File: config.mk
export PLATFORM = sky130hd
export DESIGN_NAME = regfile_wb_arbiter
export DESIGN_NICKNAME = d
export VERILOG_FILES = /design/src/rtl/wb_pkg.sv /design/src/rtl/wb_fifo.sv /design/src/rtl/regfile_wb_arbiter.sv
export SDC_FILE = /design/constraint.sdc
export NUM_CORES = 1
export LEC_CHECK = 0
export BUFFER_PORTS_ARGS = -buffer_cell sky130_fd_sc_hd__buf_2
export CAP_MARGIN = 5
export CELL_PAD_IN_SITES_DETAIL_PLACEMENT = 0
export CELL_PAD_IN_SITES_GLOBAL_PLACEMENT = 1
export CORE_MARGIN = 3
export CORE_UTILIZATION = 48
export CTS_CLUSTER_DIAMETER = 30
export DETAILED_ROUTE_END_ITERATION = 16
export PLACE_DENSITY_LB_ADDON = 0.1
export SLEW_MARGIN = 25
export SYNTH_ARGS = -nofsm -noshare
export SYNTH_HDL_FRONTEND = slang
export SYNTH_HIERARCHICAL = 1
export SYNTH_SLANG_ARGS = --single-unit
export TNS_END_PERCENT = 5
File: constraint.sdc
create_clock -name clk -period 5.5 [get_ports clk]
set_input_delay 0 -clock clk [delete_from_list [all_inputs] [get_ports clk]]
set_output_delay 0 -clock clk [all_outputs]
set_load 0.01 [all_outputs]
File: src/rtl/wb_pkg.sv
// Shared types and constants for the register-file write-back front end.
//   WB_XLEN    : register data width
//   WB_RAW     : register address width
//   wb_entry_t : one buffered write-back result {rd, data}
package wb_pkg;

  localparam int WB_XLEN = 32;
  localparam int WB_RAW  = 5;

  typedef struct packed {
    logic [WB_RAW-1:0]  rd;
    logic [WB_XLEN-1:0] data;
  } wb_entry_t;

endpackage

File: src/rtl/wb_fifo.sv
// Result FIFO for LSU write-backs waiting on the register-file write port.
// Full and empty are told apart by the occupancy count; pointers wrap
// modulo DEPTH. All entries and their valid bits are exported so the
// parent can search pending writes for operand bypass.
//
// Ports:
//   clk, rst_n  : clock, synchronous active-low reset (flushes pointers/count)
//   push        : write push_entry at the tail (caller guarantees not full)
//   push_entry  : entry to enqueue
//   pop         : drop the head entry (caller guarantees not empty)
//   head        : oldest entry
//   head_idx    : storage index of the oldest entry (age reference for entries)
//   count       : current occupancy, 0..DEPTH
//   not_full    : registered "occupancy != DEPTH", 0 while in reset
//   entries     : raw storage, indexed by physical slot
//   valid       : per-slot occupied flag
module wb_fifo
  import wb_pkg::*;
#(
  parameter int DEPTH = 4
) (
  input  logic                      clk,
  input  logic                      rst_n,
  input  logic                      push,
  input  wb_entry_t                 push_entry,
  input  logic                      pop,
  output wb_entry_t                 head,
  output logic [$clog2(DEPTH)-1:0]  head_idx,
  output logic [$clog2(DEPTH):0]    count,
  output logic                      not_full,
  output wb_entry_t [DEPTH-1:0]     entries,
  output logic [DEPTH-1:0]          valid
);

  localparam int AW = $clog2(DEPTH);
  localparam int CW = AW + 1;
  localparam logic [CW-1:0] FULL = CW'(DEPTH);

  wb_entry_t [DEPTH-1:0] mem;
  logic [AW-1:0]         wptr;
  logic [AW-1:0]         rptr;
  logic [CW-1:0]         count_nxt;

  always_comb begin
    count_nxt = count;
    if (push && !pop) begin
      count_nxt = count + 1'b1;
    end else if (!push && pop) begin
      count_nxt = count - 1'b1;
    end
  end

  always_ff @(posedge clk) begin
    if (!rst_n) begin
      wptr     <= '0;
      rptr     <= '0;
      count    <= '0;
      not_full <= 1'b0;
    end else begin
      if (push) begin
        wptr <= wptr + 1'b1;
      end
      if (pop) begin
        rptr <= rptr + 1'b1;
      end
      count    <= count_nxt;
      not_full <= (count_nxt != FULL);
    end
  end

  // Storage needs no reset: stale slots are masked by the valid bits.
  always_ff @(posedge clk) begin
    if (push) begin
      mem[wptr] <= push_entry;
    end
  end

  // A slot is occupied when its distance from the head is below the count.
  always_comb begin
    valid = '0;
    for (int i = 0; i < DEPTH; i++) begin
      valid[i] = ({1'b0, AW'(i) - rptr}) < count;
    end
  end

  assign head     = mem[rptr];
  assign head_idx = rptr;
  assign entries  = mem;

endmodule

File: src/rtl/regfile_wb_arbiter.sv
// Write-side front end of the CPU register file. Merges single-cycle ALU
// results and buffered LSU results onto the register file's one write port.
// The ALU normally has priority; a starvation counter stalls the ALU for one
// cycle after STARVE_MAX consecutive losses by a non-empty FIFO so the FIFO
// head is guaranteed to drain.
//
// Optional feature macro: WB_BYPASS_EN
//   defined   : byp_hit*/byp_data* report the youngest pending write to
//               byp_rs* (newest FIFO entry, older FIFO entries, then the
//               registered write port); rs 0 never hits
//   undefined : bypass outputs tied to 0
//
// Ports:
//   clk, rst_n                 : clock, synchronous active-low reset
//   alu_valid/alu_rd/alu_data  : ALU result this cycle (rd 0 = no request)
//   alu_stall                  : registered; ALU result this cycle not taken
//   lsu_valid/lsu_ready        : LSU result handshake (see below)
//   lsu_rd/lsu_data            : LSU result (rd 0 is accepted and dropped)
//   RegWrite/Rd/Write_data     : registered register-file write port
//   fifo_count                 : LSU FIFO occupancy
//   byp_rs1/2, byp_hit1/2, byp_data1/2 : pending-write bypass lookup
//
// LSU handshake: a result transfers on a rising edge where lsu_valid and
// lsu_ready are both high. lsu_ready is registered and depends only on the
// FIFO occupancy, never on lsu_valid; it is low whenever the FIFO is full,
// including cycles in which the head is being popped.
module regfile_wb_arbiter
  import wb_pkg::*;
#(
  parameter int DEPTH      = 4,
  parameter int STARVE_MAX = 3
) (
  input  logic                   clk,
  input  logic                   rst_n,
  input  logic                   alu_valid,
  input  logic [4:0]             alu_rd,
  input  logic [31:0]            alu_data,
  output logic                   alu_stall,
  input  logic                   lsu_valid,
  output logic                   lsu_ready,
  input  logic [4:0]             lsu_rd,
  input  logic [31:0]            lsu_data,
  output logic                   RegWrite,
  output logic [4:0]             Rd,
  output logic [31:0]            Write_data,
  output logic [$clog2(DEPTH):0] fifo_count,
  input  logic [4:0]             byp_rs1,
  input  logic [4:0]             byp_rs2,
  output logic                   byp_hit1,
  output logic                   byp_hit2,
  output logic [31:0]            byp_data1,
  output logic [31:0]            byp_data2
);

  localparam int AW = $clog2(DEPTH);
  localparam int SW = $clog2(STARVE_MAX + 1);
  localparam logic [SW-1:0] STARVE_LIM = SW'(STARVE_MAX);

  logic                  alu_req;
  logic                  fifo_nonempty;
  logic                  pop;
  logic                  push;
  wb_entry_t             push_entry;
  wb_entry_t             head;
  logic [AW-1:0]         head_idx;
  wb_entry_t [DEPTH-1:0] fifo_entries;
  logic [DEPTH-1:0]      fifo_valid;
  logic [SW-1:0]         starve_cnt;

  // An ALU result aimed at x0 is not a request, and nothing is taken from
  // the ALU during the stall cycle, so the FIFO gets the port then.
  assign alu_req       = alu_valid && !alu_stall && (alu_rd != '0);
  assign fifo_nonempty = (fifo_count != '0);
  assign pop           = !alu_req && fifo_nonempty;
  // x0 LSU results complete the handshake but are never stored.
  assign push          = lsu_valid && lsu_ready && (lsu_rd != '0);
  assign push_entry    = '{rd: lsu_rd, data: lsu_data};

  wb_fifo #(
    .DEPTH (DEPTH)
  ) u_fifo (
    .clk        (clk),
    .rst_n      (rst_n),
    .push       (push),
    .push_entry (push_entry),
    .pop        (pop),
    .head       (head),
    .head_idx   (head_idx),
    .count      (fifo_count),
    .not_full   (lsu_ready),
    .entries    (fifo_entries),
    .valid      (fifo_valid)
  );

  // Starvation counter: counts ALU wins while the FIFO waits. Reaching the
  // limit clears it and raises alu_stall for the following cycle only.
  // When the FIFO is non-empty and nothing pops, the ALU necessarily won.
  always_ff @(posedge clk) begin
    if (!rst_n) begin
      starve_cnt <= '0;
      alu_stall  <= 1'b0;
    end else begin
      alu_stall <= 1'b0;
      if (pop || !fifo_nonempty) begin
        starve_cnt <= '0;
      end else if (starve_cnt == STARVE_LIM - 1'b1) begin
        starve_cnt <= '0;
        alu_stall  <= 1'b1;
      end else begin
        starve_cnt <= starve_cnt + 1'b1;
      end
    end
  end

  // Registered write port; address/data hold when no write is issued.
  always_ff @(posedge clk) begin
    if (!rst_n) begin
      RegWrite   <= 1'b0;
      Rd         <= '0;
      Write_data <= '0;
    end else begin
      RegWrite <= alu_req || pop;
      if (alu_req) begin
        Rd         <= alu_rd;
        Write_data <= alu_data;
      end else if (pop) begin
        Rd         <= head.rd;
        Write_data <= head.data;
      end
    end
  end

`ifdef WB_BYPASS_EN
  // Scan oldest to youngest so that later (younger) matches overwrite
  // earlier ones; the write-port register is older than any FIFO entry.
  // Data reads 0 on a miss.
  always_comb begin
    byp_hit1  = RegWrite && (Rd == byp_rs1);
    byp_data1 = byp_hit1 ? Write_data : '0;
    byp_hit2  = RegWrite && (Rd == byp_rs2);
    byp_data2 = byp_hit2 ? Write_data : '0;
    for (int k = 0; k < DEPTH; k++) begin
      if (fifo_valid[head_idx + AW'(k)] &&
          (fifo_entries[head_idx + AW'(k)].rd == byp_rs1)) begin
        byp_hit1  = 1'b1;
        byp_data1 = fifo_entries[head_idx + AW'(k)].data;
      end
      if (fifo_valid[head_idx + AW'(k)] &&
          (fifo_entries[head_idx + AW'(k)].rd == byp_rs2)) begin
        byp_hit2  = 1'b1;
        byp_data2 = fifo_entries[head_idx + AW'(k)].data;
      end
    end
    if (byp_rs1 == '0) begin
      byp_hit1  = 1'b0;
      byp_data1 = '0;
    end
    if (byp_rs2 == '0) begin
      byp_hit2  = 1'b0;
      byp_data2 = '0;
    end
  end
`else
  logic unused_byp;
  assign unused_byp = ^{byp_rs1, byp_rs2, head_idx, fifo_entries, fifo_valid};
  assign byp_hit1   = 1'b0;
  assign byp_hit2   = 1'b0;
  assign byp_data1  = '0;
  assign byp_data2  = '0;
`endif

endmodule

==> key figures <==
Status
  – Run status: finished clean

Floorplan
  – Die ar.: 0.0190 mm^2
  – FP Rows: 47
  – Die W: 138 um
  – Initial core utilization: 49.6%
  – Die height: 138 um
  – Ports: 197
  – Core area: 0.0168 mm^2

Synth
  – Syn. warnings: 6
  – Mean post-synth cell area: roughly 16 um^2
  – Area of the mapped netlist: between 0.008 and 0.009 mm^2
  – Mapped Cells: just over 500

STA
  – Max Freq: roughly 400 MHz
  – # setup viols final: 0
  – Tcrit/Tclk final: 44.3%
  – Total Neg Setup Slack: 0 ns
  – Worst Skew: 0.00872 ns
  – Slew Viols, Final: 0
  – Unrepaired setup endpoints after global routing: no
  – Slew HR: between 30% and 40%
  – Fin. Hold Viols: 0
  – Post-layout min period: 2.44 ns
  – Final worst slack: a little over 3 ns
  – Least-Margin Pin Slew: between 1 and 1.5 ns

Route
  – Routed via count: 4837
  – DRT iter0 DRCs: 249
  – Routed Antenna Nets: 0
  – Routed vias/inst: between 5 and 6
  – Routed WL: 17300 um
  – Drt wl/cell: 18.6 um
  – Drc violations: 0
  – First-pass iteration count of the detailed router: 4

Worst setup path
  – R2R setup slack: approximately 3.2 ns
  – R2R Path Start: u_fifo/count[0]$_SDFF_PN0_
  – Critical Path Start: alu_rd[4]
  – Startpoint Class: input pin
  – CP Data Required Time: between 5 and 6 ns
  – Reg2reg end: u_fifo/not_full$_SDFF_PN0_
  – Worst Path Arrival: 2.74 ns
  – CP max FO: 7
  – Worst r2r path cells: 5
  – Crit path capture type: register
  – Setup CP Type: in2reg
  – Critical Path Sink: u_fifo/not_full$_SDFF_PN0_

Clock tree
  – Post-CTS Setup Bufs: 0
  – Clk Latency, worst-skew pair: 0.43 ns
  – CTS root buf: clkbuf_16
  – Clock-pin slew on the worst setup and hold paths: 0.07 ns
  – CTS tree: yes
  – CTS buffer count: 17
  – Htree depth: 4
  – Clock sink total: 197
  – Longest Clk Path Bufs: 2
  – Post-CTS Resized: 0

Pwr
  – Final Power: 4.17 mW
  – Static leakage: approximately 3.8 nW
  – Cell Pwr Density: ~400 mW/mm^2
  – Maximum VDD drop: 261 uV

Global routing
  – Largest net degree at the start of global routing: 40
  – GRT Total Usage: between 10% and 20%
  – Global-route wire length before repair: approximately 26000 um
  – Vias in the first global route: between 4000 and 5000
  – Antenna violations before repair: 1
  – GR Overflow Total: 0

Worst hold path
  – Hold depth: 3
  – Worst Hold Class: in2reg

Cells and area
  – Nets: 792
  – FF/Latch Area: 0.00543 mm^2
  – Synth-to-Final Area Change: 21.4%
  – FILL cells: about 1300
  – ANT cells: 0
  – Multi-input logic area: 0.00244 mm^2
  – Layout cell share with drive strength beyond 1: 29.9%

Place
  – Routability cong.: ~0.7
  – Port-buffer cells: 120
  – Pre-CTS WS: approximately 3.2 ns
  – DP HPWL: 10100 um

Job
  – Max-Cap Viols: 0
-- final cells by class --
cell class | instances | share of cell area [%]
Multi-Input combinational cell | 272 | 24.1
Sequential cell | 197 | 53.7
Inverter | 9 | 0.334
Timing Repair Buffer | 200 | 13.8
Clock buffer | 22 | 4.69
Clock inverter | 10 | 0.754
Tap cell | 220 | 2.72
-- how the worst min path moves through the flow --
stage                                         endpoint  slack [ns]         start
after floorplan            u_fifo/entries[0]$_DFFE_PP_         0.1   lsu_data[0]
after global placement     u_fifo/entries[9]$_DFFE_PP_        0.21   lsu_data[9]
after detailed placement  u_fifo/entries[25]$_DFFE_PP_        0.22  lsu_data[25]
after CTS                           Rd[0]$_SDFFE_PN0P_        0.01     alu_rd[3]
after global routing                Rd[1]$_SDFFE_PN0P_        0.03     alu_rd[3]
final                               Rd[0]$_SDFFE_PN0P_        0.02     alu_rd[3]
-- timing repair --
action,in CTS,in global routing
hold buffers,77,0
endpoints found under the setup margin,0,0
hold endpoints to repair,196,0
-- power by group --
group	internal, mW	switching, mW	leakage, nW	total [mW]
combinational	0.583	0.585	1.77	1.17
sequential	1.75	0.108	1.75	1.86
clock	0.618	0.530	0.264	1.15
-- flip-flops by register name, summed over array words and instances (netlist names) --
register	count
Rd	5
RegWrite	1
Write_data	32
alu_stall	1
starve_cnt	2
u_fifo/count	3
u_fifo/entries	148
u_fifo/head_idx	2
u_fifo/not_full	1
u_fifo/wptr	2
-- metal layers --
metal  routed length, um  track usage (%)  part of all wire, %
met1                7130             24.0                   41
met4                 220             5.54                  1.3
met3                1150             4.82                  6.7
met5                  13                0                0.075
met2                8780             31.8                   51
-- metrics by stage --
stage	area [um^2]	hold WS [ns]	cells	utilization [%]
5_1_grt	10100	0.0274	930	60.2
3_5_place_dp	8800	0.219	821	52.3
3_3_place_gp	8790	0.211	821	52.3
4_1_cts	10100	0.0134	930	60.2
6_report	10100	0.0205	930	60.2
2_1_floorplan	8580	0.0989	576	-
-- worst max-delay path: stages --
cell           delay (ns)
dlygate4sd3_1        0.53
buf_2                0.17
or4_4                0.55
o21a_1               0.22
nor2_1               0.42
and3b_1              0.26
o21a_1               0.20
o41a_1               0.40
-- cells in the final DEF, fill, tap and decap left out, drive strengths merged, types with 3 or more instances in the layout --
| cell | count |
|---|---|
| clkbuf | 22 |
| nor2 | 35 |
| ha | 7 |
| nor4 | 3 |
| dlygate4sd3 | 77 |
| and2 | 8 |
| nand2 | 8 |
| clkinv | 7 |
| edfxtp | 148 |
| mux2i | 35 |
| buf | 123 |
| mux4 | 37 |
| a221oi | 36 |
| xnor2 | 3 |
| inv | 10 |
| nor3 | 3 |
| conb | 66 |
| dfxtp | 49 |
| or3 | 3 |
No activity file was read; power rests on OpenSTA's default activity.
